[src/rtl/credential_rom.sv]
// Credential store: 5-bit slot address -> 16-bit BCD user ID + 24-bit BCD password + populated flag.
// Latency: 1 cycle, registered outputs, synchronous active-high reset clears the pending read.
// Backpressure: none, accepts a new address on every clock.
module credential_rom #(
  parameter int ADDR_W    = 5,
  parameter int UID_W     = 16,
  parameter int PW_W      = 24,
  parameter int NUM_USERS = 9
) (
  input  logic              clk,
  input  logic              rst,
  input  logic [ADDR_W-1:0] addr,
  output logic [UID_W-1:0]  q_uid,
  output logic [PW_W-1:0]   q_pw,
  output logic              valid
);

  typedef struct packed {
    logic             vld;
    logic [UID_W-1:0] uid;
    logic [PW_W-1:0]  pw;
  } entry_t;

  localparam entry_t EMPTY = '{vld: 1'b0, uid: '0, pw: '0};

  // Unpopulated slots return EMPTY so high addresses never alias onto low slots.
  function automatic entry_t lookup(input logic [ADDR_W-1:0] a);
    entry_t e;
    e = EMPTY;
    if (int'(a) < NUM_USERS) begin
      case (int'(a))
        0: e = '{vld: 1'b1, uid: 16'h1001, pw: 24'h246810};
        1: e = '{vld: 1'b1, uid: 16'h1002, pw: 24'h135791};
        2: e = '{vld: 1'b1, uid: 16'h1003, pw: 24'h111111};
        3: e = '{vld: 1'b1, uid: 16'h1004, pw: 24'h222222};
        4: e = '{vld: 1'b1, uid: 16'h1005, pw: 24'h314159};
        5: e = '{vld: 1'b1, uid: 16'h1006, pw: 24'h271828};
        6: e = '{vld: 1'b1, uid: 16'h1007, pw: 24'h123456};
        7: e = '{vld: 1'b1, uid: 16'h1008, pw: 24'h654321};
        8: e = '{vld: 1'b1, uid: 16'h1009, pw: 24'h999999};
        default: e = EMPTY;
      endcase
    end
    return e;
  endfunction

  entry_t rd_dat;

  always_ff @(posedge clk) begin
    if (rst) begin
      rd_dat <= EMPTY;
    end else begin
      rd_dat <= lookup(addr);
    end
  end

  assign q_uid = rd_dat.uid;
  assign q_pw  = rd_dat.pw;
  assign valid = rd_dat.vld;

endmodule

[config.mk]
export PLATFORM = sky130hd
export DESIGN_NAME = credential_rom
export DESIGN_NICKNAME = d
export VERILOG_FILES = /design/src/rtl/credential_rom.sv
export SDC_FILE = /design/constraint.sdc
export NUM_CORES = 1
export LEC_CHECK = 0
export CORE_AREA = 3 3 56 58
export DETAILED_ROUTE_END_ITERATION = 10
export DIE_AREA = 0 0 59 61
export HOLD_SLACK_MARGIN = 0.02
export PLACE_DENSITY = 0.81
export SKIP_LAST_GASP = 1
export SLEW_MARGIN = 20
export SYNTH_ARGS = -nofsm -noshare
export SYNTH_HDL_FRONTEND = slang
export SYNTH_SLANG_ARGS = --single-unit
[constraint.sdc]
create_clock -name clk -period 3.1 [get_ports clk]
set_input_delay 0.775 -clock clk [delete_from_list [all_inputs] [get_ports clk]]
set_output_delay 0.775 -clock clk [all_outputs]
set_load 0.03 [all_outputs]
==> results of run 1 <==
-- layer usage --
metal	global-route usage [%]	part of all wire, %
met3	2.55	8.8
met2	18.9	47
met4	3.88	0.83
met1	13.7	43
met5	0	0
-- cell families (layout without fill, tap and decap cells) --
group	count (synthesis)	count (layout)	synth area share, %
multiplexers	1	1	0.956
AND/OR/NAND/NOR	24	24	13.4
other	1	11	0.358
buffers and inverters	26	45	16.0
adder cells (fa/ha/maj)	5	5	5.97
flip-flops	26	26	49.7
AO/OA/AOI/OAI	21	21	12.8
XOR/XNOR	1	1	0.836
-- final timing paths --
path	endpoint	slack, ns	depth (start not counted)
setup / recovery	q_pw[11]	0.77	5
hold / removal	q_uid[12]	1.12	2
-- metrics by stage --
step | std cells | hold slack (ns)
finish | 165 | 1.12
global route | 165 | 1.14
CTS | 165 | 1.12
detailed placement | 162 | 1.46
global placement | 162 | 1.44
floorplan | 115 | 0.847
-- power groups by stage --
stage                     logic (mW)  clock network [mW]  registers, mW
after floorplan               0.0645                   0          0.371
after global placement         0.105                   0          0.353
after detailed placement       0.107                   0          0.353
after CTS                      0.107               0.138          0.345
after global routing           0.115               0.150          0.347
final                          0.107               0.134          0.345
-- final cells by class --
cell class / count / area [um2]
Fill cell: 262 / 1350
Sequential cell: 26 / 520
Multi-Input combinational cell: 63 / 397
Timing Repair Buffer: 37 / 368
Tap cell: 31 / 38.8
Clock buffer: 3 / 22.5
Inverter: 5 / 18.8
-- cells in the mapped netlist, types with 2 or more instances --
master	count	share of area (%)
dfxtp_1	26	50
buf_4	15	11
a21oi_1	9	4.3
o22ai_1	7	4.2
nor2_1	6	2.2
buf_2	5	2.4
ha_1	5	6.0
inv_1	5	1.8
nand2b_1	5	3.0
nand2_1	4	1.4
o32ai_1	3	2.5
nor2b_1	2	1.2
-- sequential cells by signal, indices dropped and copies added (netlist names) --
register  cells
q_pw         21
q_uid         5
==> impl_metrics.csv, run 1 <==
group,metric,value,unit
final_layout,drive_gt1_share,5.22,%
pwr,p_sw,0.160,mW
detailed_routing,wirelength,1.94,mm
clock_tree,clock-sinks,26,
worst_setup_path,arrival,2.55,ns
grt,grt.overflow.total,0,
detailed_routing,first_pass_iters,4,
yosys,syn-instance-count,105,
detailed_routing,drt-initial-drc-count,10,
grt,gr-usage-all-layers,11.1,%
worst_setup_path,path_class,"input port to flop",
floorplan,die_area,0.00360,mm2
detailed_routing,ant_nets,0,
timing,worst_pin_slew,0.563,ns
pwr,powerDensity,429,mW/mm2
clock_tree,cts_tree,"built",
worst_setup_path,crit_buf_inv,2,
yosys,synth_ff_type,"dfxtp_1",
detailed_routing,via_per_inst,4.62,
floorplan,ioPinCount,48,
clock_tree,ctsHoldBuffers,0,
worst_setup_path,cp_top_family,"buffers and inverters",
floorplan,fp-row-count,19,
flow_run,maxCapViolations,0,
grt,antenna_found_initial,0,
timing,setup_tns,0,ns
worst_setup_path,path_cells,"clkdlybuf4s50_1 > inv_1 > ha_1 > or4b_4 > o32ai_1",
floorplan,die_x,59,um
clock_tree,cts-root-buf,"clkbuf_4",
timing,finalCritPeriodShare,75.2,%
grt,grt_pass1_wl,3.07,mm
yosys,yosys_warnings,0,
worst_setup_path,cpPeakStageDelay,0.57,ns
yosys,avgSynthCellArea,9.97,um2
placement,hpwlAfterDp,1.53,mm
grt,grt_max_degree,21,
timing,timing.fmax,429,MHz
worst_setup_path,end_kind,"flop",
detailed_routing,avgRoutedWirePerCell,11.7,um
final_layout,final_area,0.00137,mm2
timing,max-slew-margin-rel,62.5,%
worst_setup_path,crit_path_start,"addr[0]",
placement,portBuffers,36,
worst_setup_path,slowest_stage,"clkdlybuf4s50_1",
clock_tree,ctsResizeCount,0,
pwr,ir_drop,0.000218,V
yosys,ys_seq_elements,26,
placement,dp_slack,0.457,ns
pwr,switching_share,27.3,%
pwr,clkPwrFrac,22.8,%
timing,rsz0062_at_grt,"no",
floorplan,start_util,38.6,%
final_layout,num-nets-final,148,
final_layout,area_delta_synth_final,30.3,%
worst_hold_path,hold_class,"input port to flop",
final_layout,post-route-util,50.4,%
timing,final_hold_viol_count,0,
timing,slew_viol_final,0,
yosys,ys_types,25,
yosys,synth_edf_count,0,
worst_hold_path,hp-start,"addr[4]",
floorplan,coreArea,0.00271,mm2
timing,setup_viol,0,
pwr,p_int,0.426,mW
clock_tree,clkTransAtPathRegs,0.12,ns
pwr,leakage,0.533,nW
placement,place_area,0.00134,mm2
yosys,ys_async_sr_fraction,0,%
worst_setup_path,cp_max_fo,12,
clock_tree,clk_path_buf_depth,2,
final_layout,layout_common_cells,"clkdlybuf4s50_1, dfxtp_1, conb_1, a21oi_1, o22ai_1",
yosys,syn_area,0.00105,mm2
timing,min_period,2.33,ns
placement,gp_congestion,0.742,
final_layout,mostFrequentLayoutCell,"clkdlybuf4s50_1",
floorplan,die_h,61,um
clock_tree,ctsHtreeMaxLevel,1,
worst_setup_path,critPathRequiredTime,3.31,ns
pwr,pwr-share-comb,18.3,%
detailed_routing,drc,0,
clock_tree,postCtsSetupBuffers,0,
detailed_routing,vias,762,
run_status,status,"completed",
clock_tree,numCtsBuffers,3,
pwr,power.total,0.586,mW
worst_setup_path,cp-start-kind,"input port",
timing,setup_ws,0.768,ns
pwr,pwr-share-seq,58.9,%
final_layout,diodes,0,
grt,grt_pass1_vias,688,
yosys,synth.yosys.seq_area_share,49.7,%
Note: power is estimated with default switching activity, not from simulation.
==> run 2: changes to the inputs <==
==> constraint.sdc (replaced) <==
create_clock -name clk -period 2.4 [get_ports clk]
set_input_delay 0.6 -clock clk [delete_from_list [all_inputs] [get_ports clk]]
set_output_delay 0.6 -clock clk [all_outputs]
set_load 0.03 [all_outputs]
==> impl_metrics.csv, run 2 (synthesized netlist as in run 1, its figures left out) <==
group,metric,value,unit
clock_tree,clkTransAtPathRegs,0.12,ns
floorplan,die_h,61,um
detailed_routing,avgRoutedWirePerCell,12.0,um
placement,portBuffers,36,
timing,setup_tns,0,ns
floorplan,coreArea,0.00271,mm2
detailed_routing,wirelength,2.01,mm
worst_setup_path,path_cells,"clkdlybuf4s50_1 > inv_1 > ha_1 > or4b_4 > o32ai_1",
final_layout,largest_reg_flops,21,
placement,hpwlAfterDp,1.59,mm
worst_setup_path,slowest_stage,"or4b_4",
worst_setup_path,end_kind,"flop",
run_status,status,"completed",
final_layout,layout_common_cells,"clkdlybuf4s50_1, dfxtp_1, conb_1, a21oi_1, o22ai_1",
clock_tree,ctsResizeCount,0,
final_layout,instances_no_fill,168,
final_layout,post-route-util,51.2,%
worst_setup_path,cpPeakStageDelay,0.55,ns
final_layout,final_area,0.00139,mm2
floorplan,ioPinCount,48,
timing,setup_viol,0,
detailed_routing,via_per_inst,4.72,
clock_tree,cts-root-buf,"clkbuf_4",
flow_run,maxCapViolations,0,
placement,dp_slack,0.143,ns
timing,whs,0.943,ns
clock_tree,clk_path_buf_depth,2,
detailed_routing,drt-initial-drc-count,13,
final_layout,diodes,0,
detailed_routing,ant_nets,0,
timing,timing.fmax,512,MHz
grt,grt.overflow.total,0,
grt,gr-usage-all-layers,10.6,%
grt,grt_max_degree,14,
timing,finalCritPeriodShare,81.4,%
detailed_routing,first_pass_iters,4,
worst_setup_path,path_class,"input port to flop",
pwr,powerDensity,548,mW/mm2
timing,setup_ws,0.447,ns
grt,grt_pass1_wl,2.91,mm
timing,final_hold_viol_count,0,
placement,gp_congestion,0.790,
timing,rsz0062_at_grt,"no",
floorplan,fp-row-count,19,
detailed_routing,vias,793,
clock_tree,clock-sinks,26,
worst_setup_path,cp-start-kind,"input port",
grt,grt_pass1_vias,684,
detailed_routing,drc,0,
worst_setup_path,critPathRequiredTime,2.61,ns
floorplan,die_area,0.00360,mm2
clock_tree,ctsHtreeMaxLevel,1,
final_layout,drive_gt1_share,7.30,%
final_layout,area_delta_synth_final,32.5,%
worst_setup_path,cp_max_fo,12,
clock_tree,ctsHoldBuffers,0,
worst_hold_path,hold_depth,2,
worst_setup_path,arrival,2.17,ns
timing,slew_viol_final,0,
worst_hold_path,hold_class,"input port to flop",
clock_tree,postCtsSetupBuffers,0,
pwr,leakage,0.547,nW
clock_tree,numCtsBuffers,3,
timing,min_period,1.95,ns
final_layout,mostFrequentLayoutCell,"clkdlybuf4s50_1",
final_layout,num-nets-final,151,
clock_tree,cts_tree,"built",
floorplan,die_x,59,um
pwr,power.total,0.760,mW
placement,place_area,0.00137,mm2
pwr,ir_drop,0.000312,V
floorplan,start_util,38.6,%
placement,dp_cells,165,
grt,antenna_found_initial,0,
## run 2: final cells by class
class,instances,area (um2)
multi-input cells,63,397
flip-flops and latches,26,520
repair buffers,40,390
inverters,5,18.8
clock buffers,3,22.5
fillers,252,1320
well taps,31,38.8
## run 2: final timing paths
kind / startpoint / endpoint
worst max-delay path: addr[0] / q_pw[11]
worst min-delay path: addr[3] / q_uid[12]
## run 2: worst max-delay path, delay by kind of cell
family / cells / cell delay, ns
compound gates: 1 / 0.26
buf+inv: 2 / 0.55
simple gates: 1 / 0.55
fa+ha+maj: 1 / 0.20
## run 2: power breakdown
part / switching [mW] / leakage [nW] / internal (mW)
sequential: 0.00315 / 0.211 / 0.443
clock: 0.113 / 0.0138 / 0.0585
combinational: 0.0904 / 0.322 / 0.0523
total: 0.207 / 0.547 / 0.554
## run 2: metal layers
| layer | share of wire, % | up-vias | GRT usage, % | wire length (um) |
|---|---|---|---|---|
| met5 | 0 | - | 0 | 0 |
| met4 | 2.2 | 0 | 6.15 | 44 |
| met3 | 8.1 | 6 | 2.13 | 163 |
| met2 | 47 | 36 | 17.0 | 945 |
| met1 | 43 | 360 | 13.2 | 855 |
| li1 | - | 391 | - | - |
==> run 3: changes to the inputs <==
==> constraint.sdc (replaced) <==
create_clock -name clk -period 1.9 [get_ports clk]
set_input_delay 0.475 -clock clk [delete_from_list [all_inputs] [get_ports clk]]
set_output_delay 0.475 -clock clk [all_outputs]
set_load 0.03 [all_outputs]
==> impl_metrics.csv, run 3 (synthesized netlist as in run 1, its figures left out) <==
group,metric,value,unit
final_layout,post-route-util,53.4,%
final_layout,final_area,0.00145,mm2
worst_setup_path,slowest_stage,"clkdlybuf4s50_1",
timing,finalCritPeriodShare,96.8,%
final_layout,instances_no_fill,176,
clock_tree,clock-sinks,26,
worst_setup_path,cp_top_family,"buffers and inverters",
worst_setup_path,arrival,1.36,ns
timing,min_period,1.84,ns
floorplan,die_x,59,um
floorplan,die_area,0.00360,mm2
grt,antenna_found_initial,0,
worst_setup_path,path_class,"flop to primary output",
detailed_routing,wirelength,2.12,mm
worst_setup_path,end_kind,"primary output",
detailed_routing,avgRoutedWirePerCell,12.1,um
floorplan,die_h,61,um
grt,grt.overflow.total,0,
clock_tree,cts-root-buf,"clkbuf_4",
floorplan,fp-row-count,19,
floorplan,coreArea,0.00271,mm2
clock_tree,ctsResizeCount,0,
final_layout,diodes,0,
floorplan,start_util,38.6,%
grt,grt_pass1_vias,743,
pwr,leakage,0.586,nW
final_layout,fillCellCount,231,
worst_setup_path,cp_max_fo,1,
timing,final_hold_viol_count,0,
final_layout,drive_gt1_share,12.4,%
run_status,status,"completed",
detailed_routing,drt-initial-drc-count,12,
final_layout,multiInputGateArea,397,um2
worst_setup_path,cp-start-kind,"flop",
clock_tree,numCtsBuffers,3,
placement,dp_cells,173,
worst_setup_path,crit_buf_inv,1,
timing,rsz0062_at_grt,"no",
grt,gr-usage-all-layers,12.2,%
final_layout,mostFrequentLayoutCell,"clkdlybuf4s50_1",
final_layout,largest_reg_flops,21,
timing,timing.fmax,544,MHz
clock_tree,clkTransAtPathRegs,0.12,ns
detailed_routing,met1_length,870,um
placement,hpwlAfterDp,1.69,mm
grt,grt_max_degree,14,
timing,slew_viol_final,0,
worst_hold_path,hold_class,"input port to flop",
clock_tree,ctsHtreeMaxLevel,1,
floorplan,ioPinCount,48,
detailed_routing,vias,849,
clock_tree,cts_tree,"built",
flow_run,maxCapViolations,0,
clock_tree,clk_path_buf_depth,2,
worst_setup_path,path_cells,"clkdlybuf4s50_1",
grt,grt_pass1_wl,3.29,mm
detailed_routing,first_pass_iters,5,
detailed_routing,dr.max_layer_used,"met4",
detailed_routing,ant_nets,0,
final_layout,num-nets-final,159,
final_layout,area_delta_synth_final,38.2,%
placement,place_area,0.00143,mm2
detailed_routing,met3WireLength,192,um
detailed_routing,drc,0,
pwr,powerDensity,673,mW/mm2
final_layout,register_area,520,um2
worst_setup_path,critPathRequiredTime,1.42,ns
detailed_routing,via_per_inst,4.82,
worst_setup_path,cpPeakStageDelay,0.70,ns
timing,setup_viol,0,
timing,setup_tns,0,ns
detailed_routing,wl_met2,1.01,mm
clock_tree,ctsHoldBuffers,0,
placement,gp_congestion,0.828,
final_layout,layout_common_cells,"clkdlybuf4s50_1, dfxtp_1, buf_4, conb_1, a21oi_1",
clock_tree,postCtsSetupBuffers,0,
placement,portBuffers,36,
pwr,ir_drop,0.000592,V
==> run 3: routing by layer <==
layer | GRT usage (%) | up-vias
li1 | - | 409
met3 | 2.34 | 6
met2 | 20.8 | 46
met1 | 14.7 | 388
met5 | 0 | -
met4 | 5.83 | 0
==> run 3: where the power goes <==
part / leakage (nW) / internal [mW] / total [mW] / switching (mW)
clock: 0.0138 / 0.0742 / 0.216 / 0.142
sequential: 0.211 / 0.559 / 0.563 / 0.00395
combinational: 0.361 / 0.0772 / 0.195 / 0.118
total: 0.586 / 0.711 / 0.975 / 0.264
==> run 3: metrics by stage <==
stage / power [mW] / hold slack, ns / setup slack (ns)
2_1_floorplan: 0.710 / 0.547 / 0.349
3_3_place_gp: 0.766 / 1.14 / -0.109
3_5_place_dp: 0.769 / 1.16 / -0.167
4_1_cts: 0.979 / 0.823 / 0.0542
5_1_grt: 1.01 / 0.842 / 0.0216
6_report: 0.975 / 0.825 / 0.0616
==> run 3: cell type report <==
| cell class | count | area share (%) |
|---|---|---|
| clock buffers | 3 | 1.56 |
| inverters | 5 | 1.30 |
| multi-input cells | 63 | 27.4 |
| well taps | 31 | 2.68 |
| flip-flops and latches | 26 | 36.0 |
| repair buffers | 48 | 31.1 |
==> run 3: path summary, 6_finish.rpt <==
path     start        end  slack, ns  cells after the start
max   q_pw[18]   q_pw[18]       0.06                      1
min    addr[3]  q_uid[12]       0.82                      2
